==> src/rtl/rvh_noc_vc_credit_tracker.sv <==
// Downstream VC credit tracker and VC selector for one mesh-router output port.
// Latency: counters update one edge after consume/return; selection is combinational from the counters.
// Backpressure: none. Offers VCs only while credit > 0 and flags consume-at-zero / return-at-full as errors.
//
// Optional feature macro: CREDIT_RET_BYPASS_EN
//   defined   - a credit returned this cycle makes its VC selectable in the same cycle
//               (selection sees cnt+ret; credit_cnt_o / all_credit_full_o stay registered)
//   undefined - a returned credit becomes selectable the following cycle (shorter path)
//
// Ports:
//   clk, rst               clock, synchronous active-high reset
//   consume_vld_i/_vc_id_i a flit leaves on this output into downstream VC consume_vc_id_i
//   credit_ret_vld_i/_vc_id_i  downstream returned one credit for VC credit_ret_vc_id_i
//   common_vld_o/_vc_id_o  round-robin chosen common VC with credit (id held when none)
//   rt_vld_o/_vc_id_o      real-time VC (index VC_NUM-1) has credit; only if RT_VC_NUM=1
//   credit_cnt_o           packed per-VC credit counters, VC0 in the LSBs
//   all_credit_full_o      every counter at VC_DEPTH (downstream fully drained)
//   err_o                  sticky protocol error, cleared only by rst

module rvh_noc_vc_credit_tracker #(
  parameter int VC_NUM    = 5,
  parameter int VC_DEPTH  = 2,
  parameter int RT_VC_NUM = 0,
  parameter int VC_ID_W   = (VC_NUM > 1) ? $clog2(VC_NUM) : 1,
  parameter int CNT_W     = $clog2(VC_DEPTH + 1)
) (
  input  logic                      clk,
  input  logic                      rst,
  input  logic                      consume_vld_i,
  input  logic [VC_ID_W-1:0]        consume_vc_id_i,
  input  logic                      credit_ret_vld_i,
  input  logic [VC_ID_W-1:0]        credit_ret_vc_id_i,
  output logic                      common_vld_o,
  output logic [VC_ID_W-1:0]        common_vc_id_o,
  output logic                      rt_vld_o,
  output logic [VC_ID_W-1:0]        rt_vc_id_o,
  output logic [VC_NUM*CNT_W-1:0]   credit_cnt_o,
  output logic                      all_credit_full_o,
  output logic                      err_o
);

  // Common VCs occupy indices 0..COM_NUM-1; the RT VC, when present, is the last index.
  localparam int COM_NUM = VC_NUM - RT_VC_NUM;
  localparam logic [CNT_W-1:0] DEPTH_C = CNT_W'(VC_DEPTH);

  logic [CNT_W-1:0]   cnt_q [VC_NUM];
  logic [CNT_W-1:0]   cnt_d [VC_NUM];
  logic [VC_ID_W-1:0] rr_ptr_q, rr_ptr_d;
  logic [VC_ID_W-1:0] last_id_q;
  logic               err_q, err_d;

  logic [VC_NUM-1:0]  cons_hit;
  logic [VC_NUM-1:0]  ret_hit;
  logic               cons_oor;
  logic               ret_oor;
  logic [VC_NUM-1:0]  avail;
  logic               sel_found;
  logic [VC_ID_W-1:0] sel_id;

  // Decode the per-VC strobes; an id beyond VC_NUM-1 hits nothing and is an error.
  always_comb begin
    cons_hit = '0;
    ret_hit  = '0;
    cons_oor = consume_vld_i    && (int'(consume_vc_id_i)    >= VC_NUM);
    ret_oor  = credit_ret_vld_i && (int'(credit_ret_vc_id_i) >= VC_NUM);
    for (int v = 0; v < VC_NUM; v++) begin
      cons_hit[v] = consume_vld_i    && (int'(consume_vc_id_i)    == v);
      ret_hit[v]  = credit_ret_vld_i && (int'(credit_ret_vc_id_i) == v);
    end
  end

  // Counter next state. Consume+return on the same VC cancel out, even at 0 or full,
  // because the returned slot is immediately refilled by the new flit.
  always_comb begin
    err_d = err_q | cons_oor | ret_oor;
    for (int v = 0; v < VC_NUM; v++) begin
      cnt_d[v] = cnt_q[v];
      case ({cons_hit[v], ret_hit[v]})
        2'b10: begin
          if (cnt_q[v] == '0) err_d = 1'b1;
          else                cnt_d[v] = cnt_q[v] - 1'b1;
        end
        2'b01: begin
          if (cnt_q[v] == DEPTH_C) err_d = 1'b1;
          else                     cnt_d[v] = cnt_q[v] + 1'b1;
        end
        default: cnt_d[v] = cnt_q[v];
      endcase
    end
  end

  // Round-robin pointer moves just past the common VC that was consumed.
  always_comb begin
    rr_ptr_d = rr_ptr_q;
    if (consume_vld_i && (int'(consume_vc_id_i) < COM_NUM)) begin
      if (int'(consume_vc_id_i) == COM_NUM - 1) rr_ptr_d = '0;
      else                                      rr_ptr_d = consume_vc_id_i + 1'b1;
    end
  end

  // Per-VC availability seen by the selection logic.
  always_comb begin
    for (int v = 0; v < VC_NUM; v++) begin
`ifdef CREDIT_RET_BYPASS_EN
      avail[v] = (cnt_q[v] != '0) || ret_hit[v];
`else
      avail[v] = (cnt_q[v] != '0);
`endif
    end
  end

  // Scan the common VCs starting at rr_ptr; the first with credit wins.
  // With nothing available the last offered id is held so downstream logic sees a stable id.
  always_comb begin
    sel_found = 1'b0;
    sel_id    = last_id_q;
    for (int i = 0; i < COM_NUM; i++) begin
      int idx;
      idx = int'(rr_ptr_q) + i;
      if (idx >= COM_NUM) idx = idx - COM_NUM;
      if (!sel_found && avail[idx]) begin
        sel_found = 1'b1;
        sel_id    = VC_ID_W'(idx);
      end
    end
  end

  assign common_vld_o   = sel_found;
  assign common_vc_id_o = sel_id;

  generate
    if (RT_VC_NUM > 0) begin : g_rt
      assign rt_vld_o   = avail[VC_NUM-1];
      assign rt_vc_id_o = VC_ID_W'(VC_NUM - 1);
    end else begin : g_no_rt
      assign rt_vld_o   = 1'b0;
      assign rt_vc_id_o = '0;
    end
  endgenerate

  always_comb begin
    all_credit_full_o = 1'b1;
    for (int v = 0; v < VC_NUM; v++) begin
      credit_cnt_o[v*CNT_W +: CNT_W] = cnt_q[v];
      if (cnt_q[v] != DEPTH_C) all_credit_full_o = 1'b0;
    end
  end

  assign err_o = err_q;

  // Reset mid-traffic drops in-flight credits; neighbours are reset together.
  always_ff @(posedge clk) begin
    if (rst) begin
      for (int v = 0; v < VC_NUM; v++) cnt_q[v] <= DEPTH_C;
      rr_ptr_q  <= '0;
      last_id_q <= '0;
      err_q     <= 1'b0;
    end else begin
      for (int v = 0; v < VC_NUM; v++) cnt_q[v] <= cnt_d[v];
      rr_ptr_q  <= rr_ptr_d;
      last_id_q <= sel_id;
      err_q     <= err_d;
    end
  end

endmodule
==> config.mk <==
export PLATFORM = sky130hd
export DESIGN_NAME = rvh_noc_vc_credit_tracker
export DESIGN_NICKNAME = d
export VERILOG_FILES = /design/src/rtl/rvh_noc_vc_credit_tracker.sv
export SDC_FILE = /design/constraint.sdc
export NUM_CORES = 1
export LEC_CHECK = 0
export ABC_AREA = 1
export CORE_MARGIN = 3
export CORE_UTILIZATION = 40
export DETAILED_ROUTE_END_ITERATION = 6
export GPL_TIMING_DRIVEN = 0
export PLACE_DENSITY = 0.59
export SLEW_MARGIN = 10
export SYNTH_ARGS = -nofsm -noshare
export SYNTH_HDL_FRONTEND = slang
export SYNTH_SLANG_ARGS = --single-unit
==> constraint.sdc <==
create_clock -name clk -period 8.3 [get_ports clk]
set_input_delay 1.245 -clock clk [delete_from_list [all_inputs] [get_ports clk]]
set_output_delay 1.245 -clock clk [all_outputs]
set_load 0.02 [all_outputs]
==> flow_metrics.py, run 1 <==
metrics = {
    "synthesis": {
        "ys_types": 37,
        "synth-compound-area-share": 0.1263,
        "synth_seq_cells": 17,
        "number_of_enable_flip_flop_cells_after_synthesis": 0,
        "post_synth_mux_area_share": 0,
        "synthAdderAreaFrac": 0.1518,
        "synth_top_flop_cell": "sky130_fd_sc_hd__dfxtp_1",
        "synth_simple_gate_area_frac": 0.4098,
        "mappedNetlistArea_mm2": 0.002308,
        "yosysSeqAreaShare": 0.1474,
        "synth_cells": 383,
        "synth_top_family_by_area": "simple AND/OR/NAND/NOR gates",
        "yosysWarningCount": 0,
        "syn_avg_cell_area_um2": 6.027,
        "synth_async_sr_flop_share": 0,
        "synthXorXnorAreaFrac": 0.02656,
    },
    "sta": {
        "period_minus_slack_ps": 4777,
        "report.final.slew_viol_count": 0,
        "final.period_utilization": 0.5755,
        "setup_tns_ps": 0,
        "hold_violations": 0,
        "worst_clock_skew_ps": 8.439,
        "max_freq_ghz": 0.2093,
        "post-route-worst-setup-slack_ps": 3523,
        "setup-violations-final": 0,
        "slew_headroom": 0.6050,
        "max_slew.worst_pin.slew_ps": 592.5,
        "rsz0062_at_grt": "false",
    },
    "clock_network": {
        "cts_inserted_buffers": 3,
        "clkSinkCount": 17,
        "clock_insertion_delay_worst_skew_ps": 260,
        "clockRootBuffer": "sky130_fd_sc_hd__clkbuf_8",
        "tritoncts": "built",
        "holdBufCountCts": 0,
        "postCtsSetupRepairBufs": 0,
        "clock_path_buffers": 2,
        "postCtsResizedCells": 0,
        "cts.htree.levels": 1,
        "worst_setup_hold_path_clk_slew_ps": 70,
    },
    "routing": {
        "vias": 2420,
        "detail_route.first_pass.iterations": 4,
        "post-route-drc-count": 0,
        "vias_per_inst": 4.969,
        "finalWirelength_mm": 5.885,
        "drt_iter0_markers": 89,
        "detail-route-antenna-nets": 0,
        "detail_route.wl_per_cell_um": 12.08,
    },
    "critical_path": {
        "cp_num_cells": 19,
        "crit_family": "simple AND/OR/NAND/NOR gates",
        "kind_of_start_point_of_the_critical_path": "register",
        "crit_top_cell": "sky130_fd_sc_hd__nand3_1",
        "worstSetupEndpointType": "output port",
        "timing.critical_path.buf_inv": 6,
        "max_stage_delay_ps": 590,
        "worst_endpoint_required_time_ps": 7050,
        "r2r_cells": 17,
        "timing.critical_path.arrival_ps": 3530,
        "crit_path_max_fanout": 13,
        "critical_path.cell_chain": "inv_1 -> buf_4 -> ha_1 -> inv_2 -> nand3_1 -> nand2_2 -> nand3_2 -> nand3_1 -> nand3_1 -> nand3_1 -> nand3_4 -> nor2_4 -> nand3_2 -> nand2_1 -> inv_1 -> nand2_1 -> nand2_1 -> inv_1 -> clkdlybuf4s50_1",
        "cp_slowest_cell": "sky130_fd_sc_hd__clkdlybuf4s50_1",
        "timing.setup.critical_path_class": "reg -> out",
    },
    "run_status": {
        "run_status": "completed",
    },
    "floorplanning": {
        "fp.coreArea_mm2": 0.005540,
        "die_height_um": 81.97,
        "initial_utilization": 0.4167,
        "die-area_mm2": 0.006719,
        "ios": 30,
        "core.rowCount": 27,
        "fp.dieW_um": 81.97,
    },
    "worst_hold_path": {
        "worstHoldPathCells": 2,
        "hold_path.class": "reg -> reg",
    },
    "cells_and_area": {
        "fraction_of_layout_cells_with_a_size_suffix_above_1": 0.08193,
        "layout.area.seq_um2": 340.3,
        "multi_input_comb_area_mm2": 0.001664,
        "number_of_fill_cells_in_the_layout": 611,
        "commonest_non_fill_non_tap_cells_in_the_layout": "sky130_fd_sc_hd__nand2_1 (96), sky130_fd_sc_hd__inv_1 (65), sky130_fd_sc_hd__nand3_1 (49), sky130_fd_sc_hd__nor2_1 (28), sky130_fd_sc_hd__ha_1 (28)",
        "num_antenna_cells": 0,
        "area_growth_syn_to_layout_pct": 17.24,
        "nNetsFinal": 454,
        "most_frequent_standard_cell_in_the_layout_excluding_fill_and_tap_cells": "sky130_fd_sc_hd__nand2_1",
    },
    "pwr": {
        "combinational_group_share_of_total_power": 0.574,
        "peakVddDrop_v": 0.00006938,
        "cellLeakagePower_uw": 0.001393,
        "internal_power_uw": 202.7,
        "cellPowerDensity_mw_per_mm2": 141.9,
        "power.switching_uw": 181.4,
        "seqPwrFrac": 0.255,
        "switching_fraction": 0.4723,
        "power.clock.fraction": 0.171,
    },
    "place": {
        "globalplace.congestion": 0.8354,
        "place_worst_setup_slack_ps": 3795,
        "buffer_ports.inserted": 25,
        "dpl.hpwl_mm": 4.788,
    },
    "global_routing": {
        "global_route_wire_length_before_repair_mm": 10.12,
        "grt_remaining_overflow": 0,
        "first_global_vias": 2307,
        "track_usage": 0.1901,
        "grt_max_degree": 14,
        "antenna_found_initial": 0,
    },
    "run": {
        "drv_cap": 0,
    },
}
synth_stat cells (2+ instances only):
cell	n	share of area
sky130_fd_sc_hd__a211oi_1	2	0.0065
sky130_fd_sc_hd__a21oi_1	16	0.035
sky130_fd_sc_hd__a21oi_2	2	0.0076
sky130_fd_sc_hd__a22oi_1	2	0.0065
sky130_fd_sc_hd__a31oi_1	2	0.0054
sky130_fd_sc_hd__buf_4	5	0.016
sky130_fd_sc_hd__dfxtp_1	17	0.15
sky130_fd_sc_hd__ha_1	28	0.15
sky130_fd_sc_hd__inv_1	65	0.11
sky130_fd_sc_hd__inv_2	5	0.0081
sky130_fd_sc_hd__nand2_1	96	0.16
sky130_fd_sc_hd__nand2_2	7	0.019
sky130_fd_sc_hd__nand3_1	49	0.11
sky130_fd_sc_hd__nand3_2	5	0.022
sky130_fd_sc_hd__nand4_1	9	0.024
sky130_fd_sc_hd__nor2_1	28	0.046
sky130_fd_sc_hd__nor3_1	4	0.0087
sky130_fd_sc_hd__o211ai_1	3	0.0098
sky130_fd_sc_hd__o21ai_0	12	0.026
sky130_fd_sc_hd__o31ai_1	4	0.013
sky130_fd_sc_hd__xnor2_1	2	0.0076
sky130_fd_sc_hd__xor2_1	5	0.019
per-layer routing:
layer | GRT usage | part of all wire | vias up | wire (um)
li1 | - | - | 1291 | -
met1 | 0.2287 | 0.48 | 1098 | 2804
met2 | 0.3667 | 0.50 | 29 | 2930
met3 | 0.01974 | 0.022 | 2 | 130
met4 | 0.02492 | 0.0036 | 0 | 21
met5 | 0 | 0 | - | 0
per-stage QoR:
| step | util | cells | hold WS (ps) | instance area (um2) | power (uW) |
|---|---|---|---|---|---|
| finish | 0.4885 | 487 | 578.1 | 2706 | 384.0 |
| global route | 0.4885 | 487 | 596.2 | 2706 | 418.1 |
| CTS | 0.4885 | 487 | 569.7 | 2706 | 384.3 |
| detailed placement | 0.4801 | 483 | 553.9 | 2660 | 319.5 |
| global placement | 0.4801 | 483 | 565.6 | 2660 | 317.2 |
| floorplan | - | 386 | 581.7 | 2320 | 257.0 |
state kept, by name, summed over array words and instances (netlist names):
register	cells
cnt_q	10
last_id_q	3
err_o	1
rr_ptr_q	3
power by group through the flow:
| stage | Clock, uW | Sequential [uW] | Combinational, uW |
|---|---|---|---|
| after CTS | 65.7 | 97.7 | 221 |
| after detailed placement | 0 | 99.5 | 220 |
| after global routing | 68.6 | 98.8 | 251 |
| final | 65.8 | 97.9 | 220 |
| after global placement | 0 | 99.9 | 217 |
| after floorplan | 0 | 102 | 155 |
worst reg2reg max path, stage by stage (launching register included):
cell and delay [ps]:
sky130_fd_sc_hd__dfxtp_1 520, sky130_fd_sc_hd__inv_1 120, sky130_fd_sc_hd__buf_4 210, sky130_fd_sc_hd__ha_1 390, sky130_fd_sc_hd__inv_2 160, sky130_fd_sc_hd__nand3_1 100
sky130_fd_sc_hd__nand2_2 130, sky130_fd_sc_hd__nand3_2 100, sky130_fd_sc_hd__nand3_1 90, sky130_fd_sc_hd__nand3_1 90, sky130_fd_sc_hd__nand3_1 140, sky130_fd_sc_hd__nand3_4 100
sky130_fd_sc_hd__nor2_4 140, sky130_fd_sc_hd__nand3_2 120, sky130_fd_sc_hd__inv_1 110, sky130_fd_sc_hd__nand2_1 50, sky130_fd_sc_hd__nand2_1 90, sky130_fd_sc_hd__nor2_1 50
cell type report:
cell class / instances / area share
plain buffers: 7 / 0.01942
repair buffers: 25 / 0.09246
inverters: 70 / 0.09709
multi-input cells: 292 / 0.6149
clock inverters: 1 / 0.001849
clock buffers: 3 / 0.01526
flip-flops and latches: 17 / 0.1258
well taps: 72 / 0.03329
path summary, 6_finish.rpt:
kind,startpoint,slack (ps),end
max,rr_ptr_q[0],3520,common_vc_id_o[1]
max reg2reg,rr_ptr_q[0],5460,last_id_q[2]
min,cnt_q[0][4],580,cnt_q[0][4]
min reg2reg,cnt_q[0][4],580,cnt_q[0][4]
cells by family (layout without fill, tap and decap cells):
group	Yosys count	after routing
xor gates and xnor gates	7	7
adders and majority gates	28	28
buffers and inverters	77	106
DFF	17	17
and+or+nand+nor	205	205
other	1	4
AOI/OAI and AO/OA	48	48
Power figures use the tool's default switching activity.
==> run 2, diff against run 1 <==
==> constraint.sdc (replaced) <==
create_clock -name clk -period 4.6 [get_ports clk]
set_input_delay 0.69 -clock clk [delete_from_list [all_inputs] [get_ports clk]]
set_output_delay 0.69 -clock clk [all_outputs]
set_load 0.02 [all_outputs]
==> run 2 against run 1 <==
Against the previous run:
- die area unchanged
- power up 80%
- utilization is essentially flat
- clock skew is essentially flat
- register-to-register slack worse by 3600 ps
- clock power rose by 79%
- largest cell class unchanged
==> flow_metrics.py, run 2 (synthesis gave the netlist of run 1 again) <==
metrics = {
    "pwr": {
        "combinational_group_share_of_total_power": 0.574,
        "cellPowerDensity_mw_per_mm2": 255.8,
        "internal_power_uw": 365.8,
        "switching_fraction": 0.4717,
        "power.switching_uw": 326.7,
        "seqPwrFrac": 0.255,
        "cellLeakagePower_uw": 0.001394,
        "power.clock.fraction": 0.171,
        "peakVddDrop_v": 0.0001252,
    },
    "cells_and_area": {
        "largest_register_ffs": 10,
        "top_regs": "cnt_q x10, last_id_q x3, rr_ptr_q x3",
        "fraction_of_layout_cells_with_a_size_suffix_above_1": 0.08434,
        "commonest_non_fill_non_tap_cells_in_the_layout": "sky130_fd_sc_hd__nand2_1 (96), sky130_fd_sc_hd__inv_1 (65), sky130_fd_sc_hd__nand3_1 (49), sky130_fd_sc_hd__nor2_1 (28), sky130_fd_sc_hd__ha_1 (28)",
        "layout.area.seq_um2": 341.6,
        "num_antenna_cells": 0,
        "nNetsFinal": 454,
        "final_cell_count_no_fill": 487,
        "largest_register": "cnt_q",
        "area_growth_syn_to_layout_pct": 17.29,
        "number_of_fill_cells_in_the_layout": 611,
        "most_frequent_standard_cell_in_the_layout_excluding_fill_and_tap_cells": "sky130_fd_sc_hd__nand2_1",
        "multi_input_comb_area_mm2": 0.001664,
    },
    "critical_path": {
        "worstSetupEndpointType": "output port",
        "timing.setup.critical_path_class": "reg -> out",
        "crit_path_max_fanout": 11,
        "crit_top_cell": "sky130_fd_sc_hd__nand2_1",
        "timing.critical_path.arrival_ps": 3460,
        "crit_family": "buffers and inverters",
        "max_stage_delay_ps": 590,
        "kind_of_start_point_of_the_critical_path": "register",
        "cp_slowest_cell": "sky130_fd_sc_hd__clkdlybuf4s50_1",
        "critical_path.cell_chain": "inv_1 -> ha_1 -> inv_1 -> ha_1 -> o21ai_0 -> nand2_1 -> nand2_1 -> nand3_1 -> nand3_1 -> nand2_2 -> inv_2 -> nand2_1 -> nand3_1 -> nand2_1 -> nand2_1 -> clkdlybuf4s50_1",
        "timing.critical_path.buf_inv": 4,
        "worst_endpoint_required_time_ps": 3910,
    },
    "clock_network": {
        "tritoncts": "built",
        "clockRootBuffer": "sky130_fd_sc_hd__clkbuf_8",
        "clkSinkCount": 17,
        "cts_inserted_buffers": 3,
        "holdBufCountCts": 0,
        "postCtsSetupRepairBufs": 0,
        "clock_path_buffers": 2,
        "worst_setup_hold_path_clk_slew_ps": 70,
        "cts.htree.levels": 1,
        "clock_insertion_delay_worst_skew_ps": 260,
    },
    "sta": {
        "report.final.slew_viol_count": 0,
        "setup_tns_ps": 0,
        "worst_clock_skew_ps": 8.209,
        "setup-violations-final": 0,
        "rsz0062_at_grt": "false",
        "max_slew.worst_pin.slew_ps": 592.8,
        "period_minus_slack_ps": 4149,
        "slew_headroom": 0.6048,
        "max_freq_ghz": 0.2410,
        "fin_hold_ws_ps": 578.0,
        "post-route-worst-setup-slack_ps": 450.9,
        "hold_violations": 0,
        "final.period_utilization": 0.9020,
    },
    "routing": {
        "detail-route-antenna-nets": 0,
        "drt_iter0_markers": 89,
        "vias_per_inst": 4.963,
        "detail_route.wl_per_cell_um": 12.13,
        "post-route-drc-count": 0,
        "finalWirelength_mm": 5.909,
        "vias": 2417,
        "detail_route.first_pass.iterations": 5,
    },
    "global_routing": {
        "first_global_vias": 2307,
        "global_route_wire_length_before_repair_mm": 10.12,
        "antenna_found_initial": 0,
        "track_usage": 0.1901,
        "grt_max_degree": 14,
        "grt_remaining_overflow": 0,
    },
    "run": {
        "drv_cap": 0,
    },
    "floorplanning": {
        "core.rowCount": 27,
        "die-area_mm2": 0.006719,
        "fp.coreArea_mm2": 0.005540,
        "die_height_um": 81.97,
        "initial_utilization": 0.4167,
        "fp.dieW_um": 81.97,
        "ios": 30,
    },
    "run_status": {
        "run_status": "completed",
    },
    "place": {
        "globalplace.congestion": 0.8354,
        "placed_cells_incl_taps": 483,
        "dpl.hpwl_mm": 4.788,
        "place_worst_setup_slack_ps": 650.2,
        "buffer_ports.inserted": 25,
    },
    "worst_hold_path": {
        "hold_path.class": "reg -> reg",
    },
}
==> run 2: repair_timing <==
| item | in CTS | in global routing |
|---|---|---|
| endpoints found under the hold margin | 0 | 0 |
| setup endpoints to repair | 0 | 1 |
| gates resized for setup | 0 | 1 |
==> run 2: metal layers <==
metal  global-route usage  wire length (um)  vias up
met5                    0                 0        -
li1                     -                 -     1291
met1               0.2287              2811     1093
met4              0.02492                21        0
met3              0.01974               134        2
met2               0.3667              2942       31
==> run 2: final timing paths <==
check,startpoint,end,slack (ps),cells past startpoint
worst max-delay path,rr_ptr_q[1],common_vc_id_o[0],450,16
worst min register to register,cnt_q[0][4],cnt_q[0][4],580,2
worst min-delay path,cnt_q[0][4],cnt_q[0][4],580,2
worst max register to register,rr_ptr_q[1],last_id_q[2],1830,16
==> run 2: layout make-up <==
type / instances / share of cell area
clock inverters: 1 / 0.001848
flip-flops and latches: 17 / 0.1262
well taps: 72 / 0.03327
repair buffers: 25 / 0.09242
plain buffers: 7 / 0.01941
multi-input cells: 292 / 0.6146
clock buffers: 3 / 0.01525
inverters: 70 / 0.09704
==> run 2: stage by stage <==
step,power (uW),util,area [um2]
floorplan,463.7,-,2320
global placement,572.4,0.4801,2660
detailed placement,576.5,0.4801,2660
CTS,693.5,0.4885,2706
global route,754.6,0.4887,2708
finish,692.5,0.4887,2708
==> run 2: power by group through the flow <==
stage / clock [uW] / sequential (uW) / combinational [uW]
after floorplan: 0 / 184 / 280
after global placement: 0 / 180 / 392
after detailed placement: 0 / 180 / 397
after CTS: 119 / 176 / 399
after global routing: 124 / 178 / 452
final: 118 / 177 / 398
==> run 2: worst register-to-register path, cell delays in order, from the launching register on <==
cell and delay [ps]:
sky130_fd_sc_hd__dfxtp_1 360, sky130_fd_sc_hd__inv_1 340, sky130_fd_sc_hd__ha_1 220, sky130_fd_sc_hd__inv_1 40, sky130_fd_sc_hd__ha_1 350, sky130_fd_sc_hd__o21ai_0 360
sky130_fd_sc_hd__nand2_1 180, sky130_fd_sc_hd__nand2_1 90, sky130_fd_sc_hd__nand3_1 60, sky130_fd_sc_hd__nand3_1 100, sky130_fd_sc_hd__nand2_2 90, sky130_fd_sc_hd__inv_2 80
sky130_fd_sc_hd__nand2_1 80, sky130_fd_sc_hd__nand3_1 90, sky130_fd_sc_hd__nand3_1 70, sky130_fd_sc_hd__nand2_1 90, sky130_fd_sc_hd__nor2_1 50
